## src/rtl/telemetry_frame_builder_pkg.sv

```systemverilog
// Shared types and constants for the telemetry frame builder.
// Frame layout: 'A' h5..h0 ' ' 'T' h3..h0 ' ' 'B' h1 h0 CR LF.
package telemetry_frame_builder_pkg;

    typedef enum logic [2:0] {
        ST_IDLE      = 3'd0,
        ST_LOAD      = 3'd1,
        ST_WAIT_RDY  = 3'd2,
        ST_GUARD     = 3'd3,
        ST_WAIT_DONE = 3'd4
    } state_t;

    localparam int         FRAME_LEN = 19;
    localparam logic [4:0] LAST_IDX  = 5'(FRAME_LEN - 1);

    localparam logic [7:0] CH_A    = 8'h41;
    localparam logic [7:0] CH_T    = 8'h54;
    localparam logic [7:0] CH_B    = 8'h42;
    localparam logic [7:0] CH_SP   = 8'h20;
    localparam logic [7:0] CH_DASH = 8'h2D;
    localparam logic [7:0] CH_CR   = 8'h0D;
    localparam logic [7:0] CH_LF   = 8'h0A;

endpackage

```

## src/rtl/telemetry_frame_builder_nibble_to_ascii.sv

```systemverilog
// Converts one 4-bit nibble into its uppercase ASCII hex character.
module telemetry_frame_builder_nibble_to_ascii (
    input  logic [3:0] nibble,
    output logic [7:0] ascii
);

    assign ascii = (nibble < 4'd10) ? (8'h30 + {4'h0, nibble})
                                    : (8'h37 + {4'h0, nibble});

endmodule

```

## src/rtl/telemetry_frame_builder.sv

```systemverilog
// Periodic telemetry line builder: snapshots ADC/temperature/bill count on each
// frame tick and streams the ASCII-hex line into the UART transmitter.
//
// state     | meaning
// ----------+----------------------------------------------------------
// IDLE      | waiting for a frame tick; snapshot taken on the tick
// LOAD      | latch char(idx) onto tx_data
// WAIT_RDY  | wait for tx_busy low, then strobe tx_start
// GUARD     | skip one cycle while the UART raises tx_busy
// WAIT_DONE | wait for the byte to finish, then next byte or IDLE
module telemetry_frame_builder
    import telemetry_frame_builder_pkg::*;
#(
    parameter int FRAME_PERIOD = 10000,
    parameter int ADC_W        = 24
) (
    input  logic        CLK_10MHZ,
    input  logic        rst_n,
    input  logic [23:0] adc_data,
    input  logic        adc_valid,
    input  logic [15:0] temperature,
    input  logic [7:0]  bill_accumed,
    input  logic        tx_busy,
    output logic [7:0]  tx_data,
    output logic        tx_start,
    output logic        frame_active,
    output logic [7:0]  overrun_cnt
);

    localparam int               CNT_W    = $clog2(FRAME_PERIOD);
    localparam logic [CNT_W-1:0] CNT_LAST = CNT_W'(FRAME_PERIOD - 1);

    state_t           state;
    state_t           next_state;
    logic [CNT_W-1:0] cnt;
    logic             tick;
    logic [23:0]      adc_hold;
    logic             adc_fresh;
    logic [23:0]      sh_adc;
    logic             sh_fresh;
    logic [15:0]      sh_temp;
    logic [7:0]       sh_bill;
    logic [4:0]       idx;
    logic [3:0]       nib;
    logic [7:0]       nib_ascii;
    logic [7:0]       lit;
    logic             use_nib;
    logic [7:0]       char_byte;

    assign tick = (cnt == CNT_LAST);

    telemetry_frame_builder_nibble_to_ascii u_nibble_to_ascii (
        .nibble (nib),
        .ascii  (nib_ascii)
    );

    always_comb begin
        nib     = 4'h0;
        use_nib = 1'b1;
        lit     = CH_SP;
        case (idx)
            5'd0:    begin use_nib = 1'b0; lit = CH_A; end
            5'd1:    nib = sh_adc[23:20];
            5'd2:    nib = sh_adc[19:16];
            5'd3:    nib = sh_adc[15:12];
            5'd4:    nib = sh_adc[11:8];
            5'd5:    nib = sh_adc[7:4];
            5'd6:    nib = sh_adc[3:0];
            5'd7:    begin use_nib = 1'b0; lit = CH_SP; end
            5'd8:    begin use_nib = 1'b0; lit = CH_T; end
            5'd9:    nib = sh_temp[15:12];
            5'd10:   nib = sh_temp[11:8];
            5'd11:   nib = sh_temp[7:4];
            5'd12:   nib = sh_temp[3:0];
            5'd13:   begin use_nib = 1'b0; lit = CH_SP; end
            5'd14:   begin use_nib = 1'b0; lit = CH_B; end
            5'd15:   nib = sh_bill[7:4];
            5'd16:   nib = sh_bill[3:0];
            5'd17:   begin use_nib = 1'b0; lit = CH_CR; end
            default: begin use_nib = 1'b0; lit = CH_LF; end
        endcase
        // A stale ADC value is shown as dashes rather than repeating old data.
        if (!sh_fresh && (idx >= 5'd1) && (idx <= 5'd6)) begin
            use_nib = 1'b0;
            lit     = CH_DASH;
        end
    end

    assign char_byte = use_nib ? nib_ascii : lit;

    // tx_start is decoded from state so it falls with the async reset.
    always_comb begin
        next_state = state;
        tx_start   = 1'b0;
        case (state)
            ST_IDLE:      if (tick) next_state = ST_LOAD;
            ST_LOAD:      next_state = ST_WAIT_RDY;
            ST_WAIT_RDY: begin
                if (!tx_busy) begin
                    tx_start   = 1'b1;
                    next_state = ST_GUARD;
                end
            end
            ST_GUARD:     next_state = ST_WAIT_DONE;
            ST_WAIT_DONE: begin
                if (!tx_busy) next_state = (idx == LAST_IDX) ? ST_IDLE : ST_LOAD;
            end
            default:      next_state = ST_IDLE;
        endcase
    end

    always_ff @(posedge CLK_10MHZ or negedge rst_n) begin
        if (!rst_n) begin
            state        <= ST_IDLE;
            cnt          <= '0;
            adc_hold     <= '0;
            adc_fresh    <= 1'b0;
            sh_adc       <= '0;
            sh_fresh     <= 1'b0;
            sh_temp      <= '0;
            sh_bill      <= '0;
            idx          <= '0;
            tx_data      <= '0;
            frame_active <= 1'b0;
            overrun_cnt  <= '0;
        end else begin
            state <= next_state;
            cnt   <= tick ? '0 : cnt + 1'b1;

            if (tick && (state == ST_IDLE)) begin
                sh_adc       <= adc_hold;
                sh_fresh     <= adc_fresh;
                sh_temp      <= temperature;
                sh_bill      <= bill_accumed;
                adc_fresh    <= 1'b0;
                idx          <= '0;
                frame_active <= 1'b1;
            end

            // Placed after the snapshot so a coincident sample wins over the clear.
            if (adc_valid) begin
                adc_hold  <= 24'(adc_data[ADC_W-1:0]);
                adc_fresh <= 1'b1;
            end

            if (tick && frame_active && (overrun_cnt != 8'hFF))
                overrun_cnt <= overrun_cnt + 8'd1;

            if (state == ST_LOAD)
                tx_data <= char_byte;

            if ((state == ST_WAIT_DONE) && !tx_busy) begin
                if (idx == LAST_IDX) frame_active <= 1'b0;
                else                 idx <= idx + 5'd1;
            end
        end
    end

endmodule

```

## config.mk

```make
export PLATFORM = sky130hd
export DESIGN_NAME = telemetry_frame_builder
export DESIGN_NICKNAME = d
export VERILOG_FILES = /design/src/rtl/telemetry_frame_builder_pkg.sv /design/src/rtl/telemetry_frame_builder_nibble_to_ascii.sv /design/src/rtl/telemetry_frame_builder.sv
export SDC_FILE = /design/constraint.sdc
export NUM_CORES = 1
export LEC_CHECK = 0
export BUFFER_PORTS_ARGS = -buffer_cell sky130_fd_sc_hd__buf_2
export CORE_ASPECT_RATIO = 0.75
export CORE_MARGIN = 5
export CORE_UTILIZATION = 39
export CTS_BUF_LIST = sky130_fd_sc_hd__clkbuf_8 sky130_fd_sc_hd__clkbuf_16
export CTS_CLUSTER_DIAMETER = 120
export DETAILED_ROUTE_END_ITERATION = 10
export SYNTH_ARGS = -nofsm -noshare
export SYNTH_HDL_FRONTEND = slang
export SYNTH_SLANG_ARGS = --single-unit
```

## constraint.sdc

```tcl
create_clock -name CLK_10MHZ -period 5.8 [get_ports CLK_10MHZ]
set_input_delay 0.58 -clock CLK_10MHZ [delete_from_list [all_inputs] [get_ports CLK_10MHZ]]
set_output_delay 0.58 -clock CLK_10MHZ [all_outputs]
set_load 0.02 [all_outputs]
```

# ---- Yosys cells after proc, flatten, opt, wreduce, memory -nomap -nowiden
# Cells that the tools add are included.
dict set report word_totals {
  ff_bits 113
  out_inout_bits 18
  word_cells 84
}
dict set report op_classes {
  n_addsub 5
  magnitude_cmp 3
  n_eq_ne 27
  mux 23
  n_reduce_logical 14
}
# operator count
set op_table {}
lappend op_table {{case mux 4 bit (12 select lines)} 1}
lappend op_table {{equality test 5 x 4 -> 1 bit, second input constant} 8}
lappend op_table {{case mux 7 bit (5 select lines)} 1}
lappend op_table {{two-way mux 8 bit} 3}
lappend op_table {{equality test 5 x 3 -> 1 bit, second input constant} 4}
lappend op_table {{equality test 5 bit, second input constant} 3}
lappend op_table {{two-way mux 5 bit} 3}
lappend op_table {{case mux 3 bit (5 select lines)} 1}
lappend op_table {{adder 14 x 1 -> 14 bit, second input constant} 1}
lappend op_table {{adder 6 x 4 -> 7 bit, first input constant} 2}
lappend op_table {{equality test 14 bit, second input constant} 1}
lappend op_table {{two-way mux 14 bit} 1}
lappend op_table {{OR reduction 14 bit} 1}
lappend op_table {{OR reduction 12 bit} 1}
lappend op_table {{equality test 5 x 2 -> 1 bit, second input constant} 2}
lappend op_table {{two-way mux 1 bit} 10}
lappend op_table {{two-way mux 3 bit} 3}
lappend op_table {{adder 8 x 1 -> 8 bit, second input constant} 1}
lappend op_table {{!= test 8 bit, second input constant} 1}
lappend op_table {{equality test 3 x 2 -> 1 bit, second input constant} 2}
lappend op_table {{logical AND 1 bit} 6}
lappend op_table {{!= test 2 bit, second input constant} 3}
lappend op_table {{adder 5 x 1 -> 5 bit, second input constant} 1}
lappend op_table {{equality test 5 x 1 -> 1 bit, second input constant} 1}
lappend op_table {{10 further kinds} 11}

# ---- Logic depth before layout (Yosys ltp)
dict set report logic_depth {
  ltp_word 5
  ltp_mapped 12
}

# ---- Modules after synthesis
# A second synthesis with hierarchy kept.
dict set report unflattened {
  hier_cells 555
  area_unflattened_um2 5377.7
}
# module instances cells_per_inst area_per_inst_um2 seq_area_each_um2
set modules_own_cells {}
lappend modules_own_cells {telemetry_frame_builder 1 539 5272.6 2827.7}
lappend modules_own_cells {telemetry_frame_builder_nibble_to_ascii 1 16 105.1 0.0}

# ---- Worst setup path before layout
# No wires, ideal clock.
dict set report synth_timing {
  path_type {reg-to-reg}
  from {register idx[0]}
  to {register tx_data[2]}
  setup_time_ps 82
  arrival_ps 2822
  slack_ps 2896
  path_stages_with_launch 13
  path_buffers 2
  synth_period_minus_slack_ps 2904
  cell_sequence {dfrtp_1 > inv_1 > ha_1 > clkbuf_1 > buf_2 > a222oi_1 > mux2i_1 > a21o_1 > a211oi_1 > ha_1 > inv_1 > or4b_1 > a31oi_1}
}
dict set report synth_between {
  elab_chain_cells 5
  elab_cells_between_ends 34
  cone_classes {add/sub (2); order compare (3); eq/ne (17); mux (7); reduce/logical (5)}
}
# item line
set synth_rtl {}
lappend synth_rtl {{start: declaration} telemetry_frame_builder.sv:43} ;# logic [4:0] idx;
lappend synth_rtl {{start signal: assignment} telemetry_frame_builder.sv:154} ;# else idx <= idx + 5'd1;
lappend synth_rtl {{equality test 5 bit (tied with other cells)} telemetry_frame_builder.sv:61} ;# case (idx)
lappend synth_rtl {{case mux 4 bit (12 select lines) (tied with other cells)} telemetry_frame_builder.sv:61}
lappend synth_rtl {{adder 6 x 4 -> 7 bit (tied with other cells)} telemetry_frame_builder_nibble_to_ascii.sv:8} ;# : (8'h37 + {4'h0, nibble});
lappend synth_rtl {{two-way mux 8 bit (tied with other cells)} telemetry_frame_builder_nibble_to_ascii.sv:7} ;# assign ascii = (nibble < 4'd10) ? (8'h30 + {4'h0, nibble})
lappend synth_rtl {{two-way mux 8 bit (*)} telemetry_frame_builder.sv:89} ;# assign char_byte = use_nib ? nib_ascii : lit;
lappend synth_rtl {{end signal: assignment} telemetry_frame_builder.sv:150} ;# tx_data <= char_byte;
lappend synth_rtl {{end: declaration} telemetry_frame_builder.sv:24} ;# output logic [7:0] tx_data,
# Mark *: on every way between the ends. The rest lies on a longest branch, timed or not.
# A chain may end at the register's enable or synchronous reset.

# ---- Worst setup path in the final report
# Same ends and word-level chain as after synthesis.

==> impl_metrics.env <==
export IMPL_status="completed"
export IMPL_synthMuxAreaShare_pct=7.553
export IMPL_setup_violations_final=0
export IMPL_max_freq_mhz=296.0
export IMPL_synth_compound_area_share_pct=9.133
export IMPL_r2r_start="idx[0]"
export IMPL_cp_max_fo=17
export IMPL_required_ps=6060
export IMPL_wire_per_inst_um=16.21
export IMPL_drive_gt1_share_pct=20.90
export IMPL_first_pass_iters=5
export IMPL_io_buffers=68
export IMPL_hold_buffers=0
export IMPL_stdcell_count=773
export IMPL_p_total_mw=1.427
export IMPL_finalHoldViolations=0
export IMPL_synth_fa_ha_area_share_pct=1.859
export IMPL_io_pins=70
export IMPL_vias_per_cell=5.223
export IMPL_grt_usage_pct=15.59
export IMPL_cts_setup_buffers=0
export IMPL_cts_tree="done"
export IMPL_drv_cap=0
export IMPL_yosys_most_used_dff="dfrtp_1"
export IMPL_synthTopCellsByArea="dfrtp_1, nand2_1, mux2_2, xnor2_1, ha_1"
export IMPL_critical_path_endpoint_type="register"
export IMPL_synth_edf_count=0
export IMPL_tightestPinTransition_ps=1156
export IMPL_synth_top_area_share_pct=52.06
export IMPL_final_cell_mix="nand2_1, dfrtp_1, buf_2"
export IMPL_setup_tns_ps=0
export IMPL_cp_startpoint="idx[0]"
export IMPL_drt_initial_drc_count=474
export IMPL_via_count=4037
export IMPL_dp_hpwl_um=8945
export IMPL_yosys_area_top_type="dfrtp_1"
export IMPL_dp_cells=758
export IMPL_place_congestion=0.8797
export IMPL_ys_seq_elements=112
export IMPL_min_period_over_period_pct=58.25
export IMPL_antenna_found_initial=0
export IMPL_startpoint_type="register"
export IMPL_area_sequential_mm2=0.002803
export IMPL_clock_sinks=112
export IMPL_std_cell_rows=37
export IMPL_antenna_left=0
export IMPL_yosys_warnings=0
export IMPL_rsz0062_at_grt="no"
export IMPL_ys_seq_area_share_pct=52.06
export IMPL_power_density_mw_per_mm2=235.2
export IMPL_synth_avg_cell_area_um2=9.825
export IMPL_min_path_type="in2async"
export IMPL_start_util_pct=39.56
export IMPL_cts_root_buf="clkbuf_16"
export IMPL_clkSlewWorstSetupHoldPaths_ps=70
export IMPL_finalNetCount=654
export IMPL_ir_drop_mv=0.1528
export IMPL_yosys_area_share_simple_pct=22.33
export IMPL_fillers=1327
export IMPL_area_growth_pct=12.71
export IMPL_synthCells=548
export IMPL_grt_pass1_vias=4105
export IMPL_cts_buffer_depth=2
export IMPL_core_area_mm2=0.01361
export IMPL_syn_area_mm2=0.005384
export IMPL_hold_ws_ps=246.2
export IMPL_synthesis_nets=608
export IMPL_drc=0
export IMPL_htree_levels=3
export IMPL_power_leakage_nw=2.973
export IMPL_synth_top_family_by_area="simple AND/OR/NAND/NOR gates"
export IMPL_synthArstFlopShare_pct=100.0
export IMPL_drt_total_wl_um=12530
export IMPL_critPathKind="reg2reg"
export IMPL_antennaDiodeCount=0
export IMPL_cts_resized_gates=0
export IMPL_synth_cell_types=62
export IMPL_maxSlewViolCount=0
export IMPL_grt_max_degree=66
export IMPL_cts_buffers=9
export IMPL_maxSlewHeadroom_pct=22.77
export IMPL_multi_input_area_mm2=0.002405
export IMPL_arrival_ps=3640
export IMPL_layout_commonest_cell="nand2_1"
export IMPL_synthXorXnorAreaFrac_pct=3.579
export IMPL_die_y_um=111.8
export IMPL_grt_pass1_wl_um=20790
export IMPL_clk_latency_ps=340
export IMPL_skew_ps=6.765
export IMPL_finalCriticalPeriod_ps=3379
export IMPL_die_x_um=145.7
export IMPL_dieArea_mm2=0.01628
export IMPL_overflow=0
## final timing paths
check,to,slack (ps),depth (start not counted)
max,tx_data[2],2420,10
min,adc_hold[12],250,1
max reg2reg,tx_data[2],2420,10
min reg2reg,sh_adc[14],470,2
max in group asynchronous,overrun_cnt[3],4320,2
min in group CLK_10MHZ,sh_temp[3],420,3
## worst max-delay path, cell delays in order, from the launching register on
cell and delay, ps:
dfrtp_1 450, inv_1 100, ha_1 470, a222oi_1 420
mux2i_1 150, a21o_1 230, a211oi_1 420, ha_1 290
inv_1 60, or4b_1 510, a31oi_1 180
## synth_stat cells (all sizes together) (2+ instances only)
cell and instances:
nand2 173, dfrtp 112, mux2 29, nor2 24, buf 20, nand3 16
clkbuf 15, xnor2 12, nor2b 11, a21oi 10, xor2 10, o21ai 9
and3 8, ha 8, mux2i 8, nor3 7, a31oi 6, inv 5
a211oi 4, a22oi 4, and4 4, nor3b 4, a22o 3, a32oi 3
nor4 3, o211a 3, or4b 3, a2111oi 2, a21o 2, a222oi 2
a32o 2, and2b 2, and3b 2, nand2b 2, nand4 2, o211ai 2
o31ai 2, o41ai 2, or2 2
## where the power goes
part           switching, mW  internal (mW)
Combinational         0.0286         0.0278
Sequential            0.0100          0.797
Clock                  0.276          0.288
Total                  0.315           1.11
## logic make-up (layout without fill, tap and decap cells)
family / Yosys count / count (layout)
buf+inv: 40 / 90
flops: 112 / 112
simple gates: 266 / 266
xor+xnor: 22 / 22
mux: 37 / 37
compound gates: 62 / 62
other cells: 1 / 1
fa+ha+maj: 8 / 8
## state kept, by name (all words and copies together) (netlist names)
register      count
adc_hold         24
sh_adc           24
sh_temp          16
cnt              14
overrun_cnt       8
sh_bill           8
tx_data           7
idx               5
state             3
adc_fresh         1
frame_active      1
sh_fresh          1
## routing by layer
metal / up-vias / wire, um / global-route usage [%]
li1: 1942 / - / -
met1: 1997 / 5928 / 21.69
met2: 88 / 5881 / 24.64
met3: 10 / 558 / 3.458
met4: 0 / 161 / 4.475
met5: - / 0 / 0
## final cells by class
| type | count | area share, % |
|---|---|---|
| clock buffers | 9 | 3.711 |
| flip-flops and latches | 112 | 46.19 |
| multi-input cells | 396 | 39.63 |
| clock inverters | 6 | 0.6598 |
| repair buffers | 70 | 5.897 |
| inverters | 5 | 0.3093 |
| well taps | 175 | 3.608 |
## stage by stage
step | instance area, um2 | util [%] | setup WS (ps)
6_report | 6068 | 44.59 | 2421
5_1_grt | 6068 | 44.59 | 2156
4_1_cts | 6068 | 44.59 | 2421
3_5_place_dp | 5803 | 42.64 | 2453
3_3_place_gp | 5803 | 42.64 | 2590
2_1_floorplan | 5384 | - | 2896
(Power assumes the default switching activity.)
